<file path="config.mk">
export PLATFORM = sky130hd
export DESIGN_NAME = autosa_pdp_rdma_group_ctrl
export DESIGN_NICKNAME = d
export VERILOG_FILES = /design/src/rtl/autosa_pdp_rdma_pkg.sv /design/src/rtl/autosa_pdp_rdma_grp_state.sv /design/src/rtl/autosa_pdp_rdma_group_ctrl.sv
export SDC_FILE = /design/constraint.sdc
export NUM_CORES = 1
export LEC_CHECK = 0
export CAP_MARGIN = 20
export CORE_ASPECT_RATIO = 0.7
export CORE_MARGIN = 2
export CORE_UTILIZATION = 38
export DETAILED_ROUTE_END_ITERATION = 10
export PLACE_DENSITY_LB_ADDON = 0.25
export SLEW_MARGIN = 0
export SYNTH_ARGS = -nofsm -noshare
export SYNTH_HDL_FRONTEND = slang
export SYNTH_SLANG_ARGS = --single-unit
</file>
<file path="constraint.sdc">
create_clock -name autosa_core_clk -period 2.1 [get_ports autosa_core_clk]
set_clock_uncertainty 0.05 [all_clocks]
set_input_delay 0.42 -clock autosa_core_clk [delete_from_list [all_inputs] [get_ports autosa_core_clk]]
set_output_delay 0.42 -clock autosa_core_clk [all_outputs]
set_load 0.1 [all_outputs]
</file>
<file path="src/rtl/autosa_pdp_rdma_pkg.sv">
// Shared encodings for the PDP RDMA ping-pong group scheduler.
// Status values are what the single-register block reads back.
package autosa_pdp_rdma_pkg;

  localparam logic [1:0] ST_IDLE    = 2'd0;
  localparam logic [1:0] ST_RUNNING = 2'd1;
  localparam logic [1:0] ST_PENDING = 2'd2;

  typedef enum logic [1:0] {
    E_IDLE   = 2'd0,
    E_LAUNCH = 2'd1,
    E_BUSY   = 2'd2,
    E_SWITCH = 2'd3
  } eng_state_e;

  function automatic logic [1:0] grp_onehot(input logic grp);
    return grp ? 2'b10 : 2'b01;
  endfunction

endpackage

</file>
<file path="src/rtl/autosa_pdp_rdma_grp_state.sv">
// Per-group life-cycle register (IDLE -> PENDING -> RUNNING -> IDLE).
// Finish wins over everything so a set landing in the switch cycle is dropped.
module autosa_pdp_rdma_grp_state
  import autosa_pdp_rdma_pkg::*;
(
  input  logic       clk_i,
  input  logic       rst_i,
  input  logic       set_i,
  input  logic       launch_i,
  input  logic       finish_i,
  output logic [1:0] status_o,
  output logic       busy_wr_o
);

  logic [1:0] status_q, status_d;

  always_comb begin
    status_d = status_q;
    if (finish_i) begin
      status_d = ST_IDLE;
    end else if (launch_i) begin
      status_d = ST_RUNNING;
    end else if (set_i && (status_q == ST_IDLE)) begin
      status_d = ST_PENDING;
    end else begin
      status_d = status_q;
    end
  end

  always_ff @(posedge clk_i or posedge rst_i) begin
    if (rst_i) begin
      status_q <= ST_IDLE;
    end else begin
      status_q <= status_d;
    end
  end

  assign status_o  = status_q;
  assign busy_wr_o = set_i && (status_q == ST_RUNNING);

endmodule

</file>
<file path="src/rtl/autosa_pdp_rdma_group_ctrl.sv">
// Ping-pong launch scheduler for the two PDP RDMA register groups.
// Optional cycle counter built when AUTOSA_PDP_RDMA_PERF_EN is defined.
module autosa_pdp_rdma_group_ctrl
  import autosa_pdp_rdma_pkg::*;
#(
  parameter int PERF_W = 32
) (
  input  logic              autosa_core_clk,
  input  logic              autosa_core_rst,
  input  logic [1:0]        op_en_set,
  input  logic              start_ready,
  input  logic              op_done,
  output logic              consumer,
  output logic [1:0]        status_0,
  output logic [1:0]        status_1,
  output logic              start_valid,
  output logic              start_group,
  output logic [1:0]        op_en_clr,
  output logic [1:0]        done_intr,
  output logic              err_busy_wr,
  output logic [PERF_W-1:0] perf_cycles
);

  eng_state_e state_q, state_d;
  logic       consumer_q;
  logic       start_valid_q, start_group_q;
  logic [1:0] op_en_clr_q, done_intr_q;
  logic       err_busy_q;
  logic [1:0] grp_status_s [2];
  logic [1:0] busy_wr_s;
  logic [1:0] grp_sel_s;
  logic [1:0] cons_status_s;
  logic       launch_s, finish_s;

  assign grp_sel_s     = grp_onehot(consumer_q);
  assign cons_status_s = consumer_q ? grp_status_s[1] : grp_status_s[0];
  assign launch_s      = (state_q == E_LAUNCH) && start_ready;
  assign finish_s      = (state_q == E_SWITCH);

  for (genvar g = 0; g < 2; g++) begin : g_grp
    autosa_pdp_rdma_grp_state u_grp (
      .clk_i     (autosa_core_clk),
      .rst_i     (autosa_core_rst),
      .set_i     (op_en_set[g]),
      .launch_i  (launch_s && grp_sel_s[g]),
      .finish_i  (finish_s && grp_sel_s[g]),
      .status_o  (grp_status_s[g]),
      .busy_wr_o (busy_wr_s[g])
    );
  end

  always_comb begin
    state_d = state_q;
    case (state_q)
      E_IDLE:   state_d = (cons_status_s == ST_PENDING) ? E_LAUNCH : E_IDLE;
      E_LAUNCH: state_d = start_ready ? E_BUSY : E_LAUNCH;
      E_BUSY:   state_d = op_done ? E_SWITCH : E_BUSY;
      E_SWITCH: state_d = E_IDLE;
      default:  state_d = E_IDLE;
    endcase
  end

  // Outputs are decoded from the next state so they line up with the FSM.
  always_ff @(posedge autosa_core_clk or posedge autosa_core_rst) begin
    if (autosa_core_rst) begin
      state_q       <= E_IDLE;
      consumer_q    <= 1'b0;
      start_valid_q <= 1'b0;
      start_group_q <= 1'b0;
      op_en_clr_q   <= 2'b00;
      done_intr_q   <= 2'b00;
      err_busy_q    <= 1'b0;
    end else begin
      state_q       <= state_d;
      consumer_q    <= finish_s ? ~consumer_q : consumer_q;
      start_valid_q <= (state_d == E_LAUNCH);
      start_group_q <= (state_d == E_LAUNCH) ? consumer_q : start_group_q;
      op_en_clr_q   <= finish_s ? grp_sel_s : 2'b00;
      done_intr_q   <= finish_s ? grp_sel_s : 2'b00;
      err_busy_q    <= |busy_wr_s;
    end
  end

`ifdef AUTOSA_PDP_RDMA_PERF_EN
  logic [PERF_W-1:0] cnt_q, perf_q;

  always_ff @(posedge autosa_core_clk or posedge autosa_core_rst) begin
    if (autosa_core_rst) begin
      cnt_q  <= '0;
      perf_q <= '0;
    end else begin
      if (launch_s) begin
        cnt_q <= '0;
      end else if ((state_q == E_BUSY) && (cnt_q != '1)) begin
        cnt_q <= cnt_q + {{(PERF_W-1){1'b0}}, 1'b1};
      end
      if (finish_s) begin
        perf_q <= cnt_q;
      end
    end
  end

  assign perf_cycles = perf_q;
`else
  assign perf_cycles = '0;
`endif

  assign consumer    = consumer_q;
  assign status_0    = grp_status_s[0];
  assign status_1    = grp_status_s[1];
  assign start_valid = start_valid_q;
  assign start_group = start_group_q;
  assign op_en_clr   = op_en_clr_q;
  assign done_intr   = done_intr_q;
  assign err_busy_wr = err_busy_q;

endmodule
</file>
==> results of run 1 <==
[final timing paths]
check / startpoint / end
min in group autosa_core_clk: g_grp[0].u_grp.status_o[1] / err_busy_wr
max in group asynchronous: autosa_core_rst / start_valid
worst max register to register: state_q[0] / start_group
worst min-delay path: autosa_core_rst / done_intr[0]
worst min register to register: g_grp[0].u_grp.status_o[1] / err_busy_wr
worst max-delay path: consumer / consumer
[registers in the layout, summed over array words and instances (netlist names)]
signal                flops
g_grp.u_grp.status_o      4
done_intr                 2
state_q                   2
consumer                  1
err_busy_wr               1
start_group               1
start_valid               1
[Yosys cell counts]
library cell	n	area share, %
xnor2_1	1	1.1
buf_4	35	33
dfrtp_1	12	38
o31a_1	1	1.1
inv_1	5	2.4
clkbuf_1	1	0.47
nor2_1	2	0.95
conb_1	1	0.47
inv_2	1	0.47
and3b_1	1	1.1
o21ai_1	1	0.63
or2b_1	1	0.95
o21ai_0	3	1.9
nor3b_1	1	0.95
or2_2	1	0.79
nand2_1	2	0.95
a21oi_1	6	3.8
o311ai_1	1	1.1
nand3_1	3	1.9
mux2_4	1	1.9
o32ai_1	1	1.1
nand3b_1	1	0.95
or4b_1	1	1.3
a31oi_1	2	1.6
nand2b_1	1	0.79
[cell families after synthesis]
group | synth area share (%)
buf+inv | 36.6
compound gates | 11.3
simple gates | 10.6
flops | 38.0
xor+xnor | 1.11
mux | 1.90
other cells | 0.475
[metal layers]
metal	global-route usage [%]	routed length [um]
met5	0	0
met1	14.2	527
met4	2.79	6
met2	13.5	559
met3	6.79	185
[area by class of cell]
cell class,count,share of cell area [%]
Multi-Input combinational cell,63,37.0
Sequential cell,12,35.1
Timing Repair Buffer,17,17.8
Clock buffer,4,4.24
Tap cell,22,3.22
Inverter,6,2.63
[stage by stage]
| step | utilization [%] | cell area [um2] | hold slack [ns] | setup slack [ns] | std cells |
|---|---|---|---|---|---|
| finish | 45.0 | 856 | 0.401 | 0.567 | 124 |
| global route | 45.0 | 856 | 0.462 | 0.488 | 124 |
| CTS | 45.0 | 856 | 0.428 | 0.565 | 124 |
| detailed placement | 43.1 | 820 | 0.476 | 0.384 | 120 |
| global placement | 43.1 | 820 | 0.485 | 0.447 | 120 |
| floorplan | - | 906 | 0.235 | 0.291 | 117 |
==> impl_metrics.json, run 1 <==
{
  "status": "complete, no violations",
  "drv_slew": 0,
  "numClockSinks": 12,
  "ant_nets": 0,
  "antenna_found_initial": 0,
  "hpwl_um": 976,
  "slowest_stage": "dfrtp_1",
  "seqCellArea_um2": 300,
  "drtIter0Drc": 7,
  "drv_cap": 0,
  "cts_tree": "built",
  "fp-row-count": 13,
  "routabilityCongestion": 0.839,
  "setup.worst_path.start_class": "flop",
  "max_freq_mhz": 652,
  "cp.depth": 1,
  "num-fill-cells": 183,
  "syn_area_per_cell_um2": 9.18,
  "required_ns": 1.63,
  "cp-end-kind": "output pin",
  "insertion_delay_ns": 0.28,
  "layout_common_cells": "conb_1, dfrtp_1, buf_4, a21oi_1",
  "multiInputGateArea_um2": 317,
  "cpLargestDelayFamily": "flip-flops",
  "timing.critical_path.buf_inv": 1,
  "grt_overflow": 0,
  "diodes": 0,
  "path_cells": "buf_12",
  "route.detailed.drc": 0,
  "reg2reg_slack_ns": 0.60,
  "grt_pass1_vias": 399,
  "grtUsageTotal_pct": 10.5,
  "crit_arrival_ns": 1.06,
  "rr_worst_depth": 3,
  "synth-seq-cells": 12,
  "die_area_mm2": 0.00246,
  "syn2layout_area_growth_pct": 8.40,
  "post-route-period-util_pct": 73.0,
  "cts-root-buf": "clkbuf_4",
  "cts_max_path_buffers": 2,
  "final_common_cell": "conb_1",
  "worstSetupPathType": "reg -> out",
  "drive_above_1_share_pct": 18.6,
  "io_buffers": 17,
  "start_util_pct": 41.5,
  "ys.warnings.count": 0,
  "cts_made_buffers": 3,
  "cts_resized": 0,
  "setup_viol": 0,
  "wirelength_um": 1280,
  "vias": 517,
  "viasPerCell": 4.17,
  "cts_max_level": 1,
  "netlist_area_um2": 790,
  "grt_pass1_wl_um": 1870,
  "clk_pin_slew_worst_paths_ns": 0.08,
  "postCtsHoldBufs": 0,
  "cp_max_fo": 9,
  "drt-pass1-iter-count": 4,
  "slowest_delay_ns": 0.56,
  "fin_nets": 109,
  "ioPinCount": 50,
  "min_path_type": "in -> async",
  "rsz0062_at_grt": "false",
  "fp.dieW_um": 58.5,
  "setup_tns_ns": 0,
  "core_mm2": 0.00190,
  "cts_setup_buffers": 0,
  "synth-seq-area-share_pct": 38.0,
  "synth_cells": 86,
  "fin_crit_ns": 1.53,
  "post_drt_wl_per_cell_um": 10.3,
  "grt_max_degree": 13,
  "ys_types": 25,
  "fp.dieH_um": 42.1,
  "finalHoldViolCount": 0
}
Power of run 1 is left out: the tool's default activity adds up to more than one toggle a clock period on the data nets, which glitch-free logic cannot reach.
==> inputs of run 2 (changes only) <==
CORE_UTILIZATION = 36   (was 38)
clock period = 1.5 ns   (was 2.1 ns; I/O delays follow)
==> impl_metrics.json, run 2 (synthesized netlist as in run 1, its figures left out) <==
{
  "wirelength_um": 1320,
  "cts_max_path_buffers": 2,
  "routabilityCongestion": 0.845,
  "wl_met3_um": 167,
  "wl_met2_um": 554,
  "drv_cap": 0,
  "clk_pin_slew_worst_paths_ns": 0.08,
  "fp.dieH_um": 43.2,
  "drtIter0Drc": 7,
  "core_mm2": 0.00212,
  "cts_tree": "built",
  "grt_overflow": 0,
  "start_util_pct": 37.2,
  "vias": 537,
  "cts_setup_buffers": 0,
  "cts_max_level": 1,
  "max_freq_mhz": 741,
  "final_common_cell": "conb_1",
  "rsz0062_at_grt": "false",
  "cp_max_fo": 4,
  "min_path_type": "in -> async",
  "die_area_mm2": 0.00259,
  "dp.cells": 134,
  "fin_nets": 113,
  "r2r-start": "g_grp[0].u_grp.status_o[1]",
  "drt-pass1-iter-count": 4,
  "fin_cells": 138,
  "drive_above_1_share_pct": 27.4,
  "largest_register_ff_count": 4,
  "diodes": 0,
  "worst_r2r_endpoint": "start_group",
  "fp-row-count": 14,
  "status": "complete, no violations",
  "post_drt_wl_per_cell_um": 9.57,
  "grt_pass1_vias": 433,
  "required_ns": 1.15,
  "fin_crit_ns": 1.35,
  "postCtsHoldBufs": 0,
  "grtUsageTotal_pct": 11.3,
  "insertion_delay_ns": 0.28,
  "setup_viol": 0,
  "worstSetupPathType": "reg -> out",
  "reg2reg_slack_ns": 0.18,
  "multiInputGateArea_um2": 317,
  "ant_nets": 0,
  "route.detailed.drc": 0,
  "grt_max_degree": 13,
  "wl_met1_um": 577,
  "finalHoldViolCount": 0,
  "numClockSinks": 12,
  "grt_pass1_wl_um": 2020,
  "cp-end-kind": "output pin",
  "cts_made_buffers": 3,
  "cts-root-buf": "clkbuf_4",
  "antenna_found_initial": 0,
  "drv_slew": 0,
  "io_buffers": 17,
  "viasPerCell": 3.89,
  "hpwl_um": 1060,
  "top_layer_used": "met4",
  "seqCellArea_um2": 312,
  "setup.worst_path.start_class": "flop",
  "layout_common_cells": "conb_1, buf_12, a21oi_1, dfrtp_2",
  "ioPinCount": 50,
  "cts_resized": 0,
  "num-fill-cells": 204,
  "rr_worst_depth": 3,
  "post-route-period-util_pct": 90.0,
  "crit_arrival_ns": 1.00,
  "fp.dieW_um": 60.0,
  "syn2layout_area_growth_pct": 31.4
}
[run 2: cell count changes in the layout (fill, tap and decap cells not counted), sizes merged]
cell  change
buf       +4
[run 2: worst max path at each step]
stage                               start          end  slack (ns)
6_report       g_grp[0].u_grp.status_o[0]  status_0[0]        0.15
3_5_place_dp                  start_ready  start_group      -0.008
3_3_place_gp                  start_ready  start_group        0.05
2_1_floorplan                    consumer   state_q[0]       -0.03
5_1_grt        g_grp[0].u_grp.status_o[1]  start_group        0.11
4_1_cts        g_grp[0].u_grp.status_o[0]  status_0[0]        0.14
[run 2: stage by stage]
stage / utilization [%] / TNS, ns / area [um2] / worst slack [ns] / hold WS [ns]
global placement: 47.7 / 0 / 1010 / 0.0544 / 0.519
global route: 48.9 / 0 / 1040 / 0.105 / 0.334
detailed placement: 47.7 / -0.00803 / 1010 / -0.00803 / 0.523
CTS: 48.9 / 0 / 1040 / 0.142 / 0.284
floorplan: - / -0.0312 / 917 / -0.0312 / 0.114
finish: 48.9 / 0 / 1040 / 0.150 / 0.263
[run 2: final cells by class]
type                            count  area share [%]
Clock buffer                        4            2.53
Timing Repair Buffer               21            30.9
Multi-Input combinational cell     63            30.5
Tap cell                           32            3.86
Sequential cell                    12            30.0
Inverter                            6            2.17
[run 2: critical path, cell delays in order, from the launching register on]
cell and delay (ns):
dfrtp_2 0.40, buf_4 0.15, buf_12 0.16
[run 2: metal layers]
| layer | GRT usage, % | vias to the layer above |
|---|---|---|
| li1 | - | 260 |
| met2 | 14.1 | 33 |
| met1 | 14.8 | 239 |
| met4 | 4.44 | 0 |
| met3 | 7.62 | 5 |
| met5 | 0 | - |
Power of run 2 is left out for the same reason.
==> inputs of run 3 (changes only) <==
CORE_ASPECT_RATIO = default   (was 0.7)
==> impl_metrics.json, run 3 (synthesized netlist as in run 1, its figures left out) <==
{
  "rsz0062_at_grt": "false",
  "die_area_mm2": 0.00258,
  "post-route-period-util_pct": 89.4,
  "routabilityCongestion": 0.824,
  "fp-row-count": 16,
  "io_buffers": 17,
  "drt-pass1-iter-count": 4,
  "cts_made_buffers": 3,
  "ioPinCount": 50,
  "finish.instance_area_mm2": 0.00104,
  "required_ns": 1.15,
  "grt_overflow": 0,
  "drv_slew": 0,
  "cpLargestDelayFamily": "flip-flops",
  "setup_viol": 0,
  "vias": 537,
  "cp_max_fo": 4,
  "clk_pin_slew_worst_paths_ns": 0.07,
  "fp.dieW_um": 50.8,
  "place_area_mm2": 0.00100,
  "setup.worst_path.start_class": "flop",
  "hpwl_um": 1100,
  "ant_nets": 0,
  "viasPerCell": 4.04,
  "pre_cts_slack_ns": 0.0104,
  "syn2layout_area_growth_pct": 31.9,
  "fp.dieH_um": 50.8,
  "wirelength_um": 1360,
  "grt_pass1_wl_um": 2010,
  "numClockSinks": 12,
  "grt_pass1_vias": 415,
  "cts_max_level": 1,
  "worstSetupPathType": "reg -> out",
  "insertion_delay_ns": 0.27,
  "crit_arrival_ns": 0.99,
  "diodes": 0,
  "cts_max_path_buffers": 2,
  "drtIter0Drc": 15,
  "status": "complete, no violations",
  "post_drt_wl_per_cell_um": 10.2,
  "cts_setup_buffers": 0,
  "slowest_delay_ns": 0.41,
  "max_freq_mhz": 746,
  "start_util_pct": 39.0,
  "path_cells": "buf_4, buf_12",
  "route.detailed.drc": 0,
  "fin_nets": 113,
  "finalHoldViolCount": 0,
  "min_path_type": "in -> async",
  "cp-end-kind": "output pin",
  "grtUsageTotal_pct": 10.6,
  "postCtsHoldBufs": 0,
  "cts_resized": 0,
  "worst_slack_ns": 0.160,
  "fin_crit_ns": 1.34,
  "cts-root-buf": "clkbuf_4",
  "slowest_stage": "dfrtp_2",
  "final_common_cell": "conb_1",
  "core_mm2": 0.00202,
  "layout_common_cells": "conb_1, buf_12, a21oi_1, dfrtp_2",
  "grt_max_degree": 13,
  "largest_register_ff_count": 4,
  "drive_above_1_share_pct": 28.3,
  "antenna_found_initial": 0,
  "timing.critical_path.buf_inv": 2,
  "drv_cap": 0,
  "cts_tree": "built"
}
## run 3: cell counts in the layout (fill, tap and decap cells not counted)
Identical to the previous run, type by type.
## run 3: worst register-to-register path, stage by stage (launching register included)
cell and delay [ns]:
dfrtp_1 0.38, or4b_1 0.52, a21oi_1 0.14, o32ai_1 0.11
## run 3: final timing paths
check                                               from                         end  slack, ns  depth (start not counted)
min in group autosa_core_clk  g_grp[0].u_grp.status_o[1]                 err_busy_wr       0.53                          1
hold / removal                           autosa_core_rst                 start_group       0.28                          2
hold reg to reg               g_grp[0].u_grp.status_o[1]                 err_busy_wr       0.53                          1
max in group asynchronous                autosa_core_rst  g_grp[0].u_grp.status_o[1]       0.77                          2
setup / recovery              g_grp[0].u_grp.status_o[0]                 status_0[0]       0.16                          2
setup reg to reg                              state_q[0]                 start_group       0.18                          3
## run 3: metal layers
layer  global-route usage, %  wire [um]
met1                    13.1        518
met2                    16.4        645
met3                    7.02        195
met4                       0          0
met5                       0          0
## run 3: stage by stage
step | hold slack (ns) | instances | util (%) | TNS [ns]
after floorplan | 0.114 | 117 | - | -0.0312
after global placement | 0.520 | 129 | 49.7 | 0
after detailed placement | 0.523 | 129 | 49.7 | 0
after CTS | 0.293 | 133 | 51.5 | 0
after global routing | 0.348 | 133 | 51.5 | 0
final | 0.284 | 133 | 51.5 | 0
## run 3: area by class of cell
type	count	area (um2)
multi-input combinational	63	317
fill	198	981
inverter	6	22.5
tap	27	33.8
sequential	12	312
clock buffer	4	36.3
timing repair buffer	21	320
Power of run 3 is left out for the same reason.
